$ cat src/rtl/latch_wr_ctrl.sv
// latch_wr_ctrl: write/clear/preset sequencer for a bank of level-sensitive
// latches. It accepts one command at a time over valid/ready. For each
// command it drives a registered data bus and one registered strobe, with
// setup, pulse and hold intervals set by parameters.
//
// Optional feature: define LATCH_READBACK_EN to add the lat_q/mismatch
// ports and a readback compare. The compare runs on the last HOLD cycle.
module latch_wr_ctrl #(
  parameter int WIDTH        = 8,
  parameter int SETUP_CYCLES = 1,
  parameter int PULSE_CYCLES = 2,
  parameter int HOLD_CYCLES  = 1
) (
  input  logic             clk,
  input  logic             rst_n,
  input  logic             req_valid,
  output logic             req_ready,
  input  logic [1:0]       req_op,
  input  logic [WIDTH-1:0] req_data,
  output logic [WIDTH-1:0] lat_d,
  output logic             lat_en,
  output logic             lat_clr,
  output logic             lat_pre,
  output logic             busy,
  output logic             done
`ifdef LATCH_READBACK_EN
  ,
  input  logic [WIDTH-1:0] lat_q,
  output logic             mismatch
`endif
);

  typedef enum logic [1:0] {IDLE, SETUP, PULSE, HOLD} state_t;

  localparam logic [1:0] OP_WR  = 2'b00;
  localparam logic [1:0] OP_CLR = 2'b01;
  localparam logic [1:0] OP_PRE = 2'b10;
  localparam logic [1:0] OP_RSV = 2'b11;

  // One down-counter serves all three intervals, so it is sized for the longest.
  localparam int MAX_A   = (SETUP_CYCLES > PULSE_CYCLES) ? SETUP_CYCLES : PULSE_CYCLES;
  localparam int MAX_CYC = (MAX_A > HOLD_CYCLES) ? MAX_A : HOLD_CYCLES;
  localparam int CNT_W   = (MAX_CYC > 1) ? $clog2(MAX_CYC) : 1;

  localparam logic [CNT_W-1:0] SETUP_LD = CNT_W'(SETUP_CYCLES - 1);
  localparam logic [CNT_W-1:0] PULSE_LD = CNT_W'(PULSE_CYCLES - 1);
  localparam logic [CNT_W-1:0] HOLD_LD  = CNT_W'(HOLD_CYCLES - 1);

  state_t           state;
  logic [CNT_W-1:0] cnt;
  logic [1:0]       op_q;

  // Sequencer: every output is a flop, so the latch strobes cannot glitch.
  always_ff @(posedge clk or negedge rst_n) begin
    if (!rst_n) begin
      state     <= IDLE;
      cnt       <= '0;
      op_q      <= OP_WR;
      lat_d     <= '0;
      lat_en    <= 1'b0;
      lat_clr   <= 1'b0;
      lat_pre   <= 1'b0;
      req_ready <= 1'b1;
      busy      <= 1'b0;
      done      <= 1'b0;
    end else begin
      case (state)
        IDLE: begin
          done <= 1'b0;
          if (req_valid && req_ready) begin
            op_q <= req_op;
            case (req_op)
              OP_WR:   lat_d <= req_data;
              OP_CLR:  lat_d <= '0;
              OP_PRE:  lat_d <= '1;
              default: lat_d <= lat_d;
            endcase
            cnt       <= SETUP_LD;
            req_ready <= 1'b0;
            busy      <= 1'b1;
            state     <= SETUP;
          end
        end
        SETUP: begin
          if (cnt == '0) begin
            lat_en  <= (op_q == OP_WR);
            lat_clr <= (op_q == OP_CLR);
            lat_pre <= (op_q == OP_PRE);
            cnt     <= PULSE_LD;
            state   <= PULSE;
          end else begin
            cnt <= cnt - 1'b1;
          end
        end
        PULSE: begin
          if (cnt == '0) begin
            lat_en  <= 1'b0;
            lat_clr <= 1'b0;
            lat_pre <= 1'b0;
            cnt     <= HOLD_LD;
            state   <= HOLD;
          end else begin
            cnt <= cnt - 1'b1;
          end
        end
        HOLD: begin
          if (cnt == '0) begin
            done      <= 1'b1;
            req_ready <= 1'b1;
            busy      <= 1'b0;
            state     <= IDLE;
          end else begin
            cnt <= cnt - 1'b1;
          end
        end
        default: state <= IDLE;
      endcase
    end
  end

`ifdef LATCH_READBACK_EN
  // Sticky readback check: lat_d still holds the expected value during HOLD.
  always_ff @(posedge clk or negedge rst_n) begin
    if (!rst_n) begin
      mismatch <= 1'b0;
    end else if (state == HOLD && cnt == '0 && op_q != OP_RSV && lat_q != lat_d) begin
      mismatch <= 1'b1;
    end
  end
`endif

endmodule

$ cat config.mk
export PLATFORM = sky130hd
export DESIGN_NAME = latch_wr_ctrl
export DESIGN_NICKNAME = d
export VERILOG_FILES = /design/src/rtl/latch_wr_ctrl.sv
export SDC_FILE = /design/constraint.sdc
export NUM_CORES = 1
export LEC_CHECK = 0
export ABC_AREA = 1
export BUFFER_PORTS_ARGS = -buffer_cell sky130_fd_sc_hd__buf_2
export CAP_MARGIN = 20
export CORE_MARGIN = 2
export CORE_UTILIZATION = 51
export CTS_CLUSTER_SIZE = 28
export DETAILED_ROUTE_END_ITERATION = 10
export PLACE_DENSITY_LB_ADDON = 0.12
export SYNTH_ARGS = -nofsm -noshare
export SYNTH_HDL_FRONTEND = slang
export SYNTH_SLANG_ARGS = --single-unit
$ cat constraint.sdc
create_clock -name clk -period 1.6 [get_ports clk]
set_clock_uncertainty 0.05 [all_clocks]
set_input_delay 0.32 -clock clk [delete_from_list [all_inputs] [get_ports clk]]
set_output_delay 0.32 -clock clk [all_outputs]
set_load 0.05 [all_outputs]
==> results.md <==
- WHS Endpoint: op_q[0]
- Antenna diode count: 0
- Nets: 180
- Clock Latency Late Sink: 0.28 ns
- Most frequent cells in the layout: nand2_1, buf_2, dfrtp_1
- Syn_nets: 149
- CTS clk-pin slew, worst paths: 0.10 ns
- GPL Wtd Cong: 0.733
- CP top delay family: flip-flops
- Status: finished clean
- CTS sink count: 19
- Final min period: 1.54 ns
- Final HPWL DP: 1.59 mm
- WP data arrival: 1.17 ns
- Initial antenna violation count: 0
- TritonCTS Buffers: 3
- CTS H-Tree Depth: 1
- Max Root-Sink Buffers: 2
- # DRC: 0
- DIE HEIGHT: 49.0 um
- # resized after CTS: 0
- RSZ-0062 raised after global routing: false
- Largest net degree at the start of global routing: 20
- VDD IR max: 383 uV
- Seq cells post-synth: 19
- Design Power: 0.778 mW
- Vias per cell: 4.79
- Yosys cell types: 14
- Final hold vios: 0
- Most common cell after layout, fill and taps aside: nand2_1
- Initial DRC Count: 10
- Setup TNS: 0 ns
- Setup slack, reg-to-reg: 0.20 ns
- Full die area: 0.00240 sq mm
- R2R Path Start: state[0]
- Sequential element share of the synthesized area: 0.462
- CP bufs+invs: 1
- Port-buffer cells: 26
- MaxCap Viol Count: 0
- Worst-path fanout max: 5
- HP Class: input pin to flop
- Crit end category: output pin
- CTS tree: yes
- Pwr/cell area: 634 mW/mm^2
- Final Util: 0.631
- Tot GR Track Use: 0.199
- I/O pin count: 27
- Worst Tran Pin Value: 0.414 ns
- Layout area overhead: 18.9%
- DR vias: 886
- Final period utilization: 0.962
- Layout cells sized above 1: 0.228
- Critical path type: flop to output pin
- Die width: 49.0 um
- Wirelength per Cell: 10.8 um
- Total grt overflow: 0
- CP max stage cell: dfstp_2
- Final setup vio count: 0
- First-pass GRT wire length: 3.69 mm
- Maximum clock frequency: 0.650 GHz
- Post-synthesis cell area: 0.00103 sq mm
- Worst Path Required: 1.23 ns
- FF-to-FF path depth: 5
- Critical path launch point type: flop
- Routed Antenna Nets: 0
- Synth warn: 0
- Pleak: 0.754 nW
- Worst path max stage delay: 0.60 ns
- Final WL: 2.01 mm
- Core Area: 0.00194 sq mm
- Avg Synthesized Cell Area: 8.05 sq um
- Hold Path Cell Cnt: 3
- Clock Tree Root: clkbuf_4
- Vias in the first global route: 860
- Initial Util: 0.531
- Cell breakdown of the critical path: buf_2
- Gate Count Post-Synth: 128
- Post-CTS Hold Buffers: 1
- Rel. slew slack: 0.724
- Rows: 16
- Detailed Routing Iterations Pass 1: 3
- Worst r2r dst: lat_d[2]
- Setup bufs post-CTS: 0
- Final Max Tran Viols: 0
- Hold_sp: req_op[0]
==> flip-flops by register name, indices dropped and copies added, names as in the netlist <==
| signal | cells |
|---|---|
| done | 1 |
| op_q | 2 |
| lat_d | 8 |
| req_ready | 1 |
| lat_clr | 1 |
| busy | 1 |
| cnt | 1 |
| lat_en | 1 |
| lat_pre | 1 |
| state | 2 |
==> cell usage after synthesis <==
| cell | instances | area, sq um |
|---|---|---|
| o21ai_0 | 15 | 75.1 |
| dfstp_2 | 1 | 26.3 |
| nor2_1 | 2 | 7.51 |
| nand3_1 | 9 | 45.0 |
| inv_1 | 12 | 45.0 |
| dfrtp_1 | 18 | 450 |
| o21ai_2 | 1 | 8.76 |
| nor2_8 | 1 | 20.0 |
| nand2_1 | 55 | 206 |
| nand3_4 | 1 | 17.5 |
| buf_2 | 1 | 5.00 |
| a21oi_1 | 1 | 5.00 |
| nand2_2 | 3 | 18.8 |
| ha_1 | 8 | 100 |
==> per-stage QoR <==
| step | cell area [sq um] | setup WS, ns | instances | hold slack (ns) |
|---|---|---|---|---|
| after floorplan | 1030 | 0.266 | 128 | -0.0256 |
| final | 1230 | 0.0604 | 185 | 0.274 |
| after global placement | 1190 | 0.181 | 180 | 0.231 |
| after CTS | 1230 | 0.0380 | 185 | 0.260 |
| after global routing | 1230 | 0.0247 | 185 | 0.279 |
| after detailed placement | 1190 | 0.122 | 180 | 0.234 |
==> routing by layer <==
layer  part of all wire  vias up  track usage
met5                  0        -            0
met1               0.48      403        0.257
met2               0.48       14        0.331
li1                   -      467            -
met3              0.030        2       0.0399
met4             0.0095        0       0.0714
==> worst max-delay path by stage <==
stage / end / cells after the start / slack, ns / startpoint
floorplan: busy / 5 / 0.27 / req_ready
global placement: lat_d[1] / 8 / 0.18 / req_op[0]
detailed placement: lat_d[6] / 8 / 0.12 / req_op[0]
CTS: req_ready / 1 / 0.04 / req_ready
global route: req_ready / 1 / 0.02 / req_ready
finish: req_ready / 1 / 0.06 / req_ready
==> kinds of logic (layout without fill, tap and decap cells) <==
group | Yosys count | after routing | synth area share
compound gates | 17 | 17 | 0.0862
fa+ha+maj | 8 | 8 | 0.0971
buf+inv | 13 | 43 | 0.0485
flops | 19 | 19 | 0.462
simple gates | 71 | 71 | 0.306
==> cell type report <==
cell class	count	area, sq um
clock buffer	4	26.3
fill	183	716
inverter	12	45.0
multi-input combinational	96	504
sequential	19	477
tap	27	33.8
timing repair buffer	27	140
==> power breakdown <==
| group | switching [mW] | total (mW) | internal [mW] | leakage (nW) |
|---|---|---|---|---|
| Sequential | 0 | 0.480 | 0.480 | 0.251 |
| Combinational | 0.0390 | 0.0628 | 0.0237 | 0.487 |
| Clock | 0.138 | 0.235 | 0.0968 | 0.0150 |
| Total | 0.177 | 0.778 | 0.601 | 0.754 |
(Power assumes the default switching activity.)
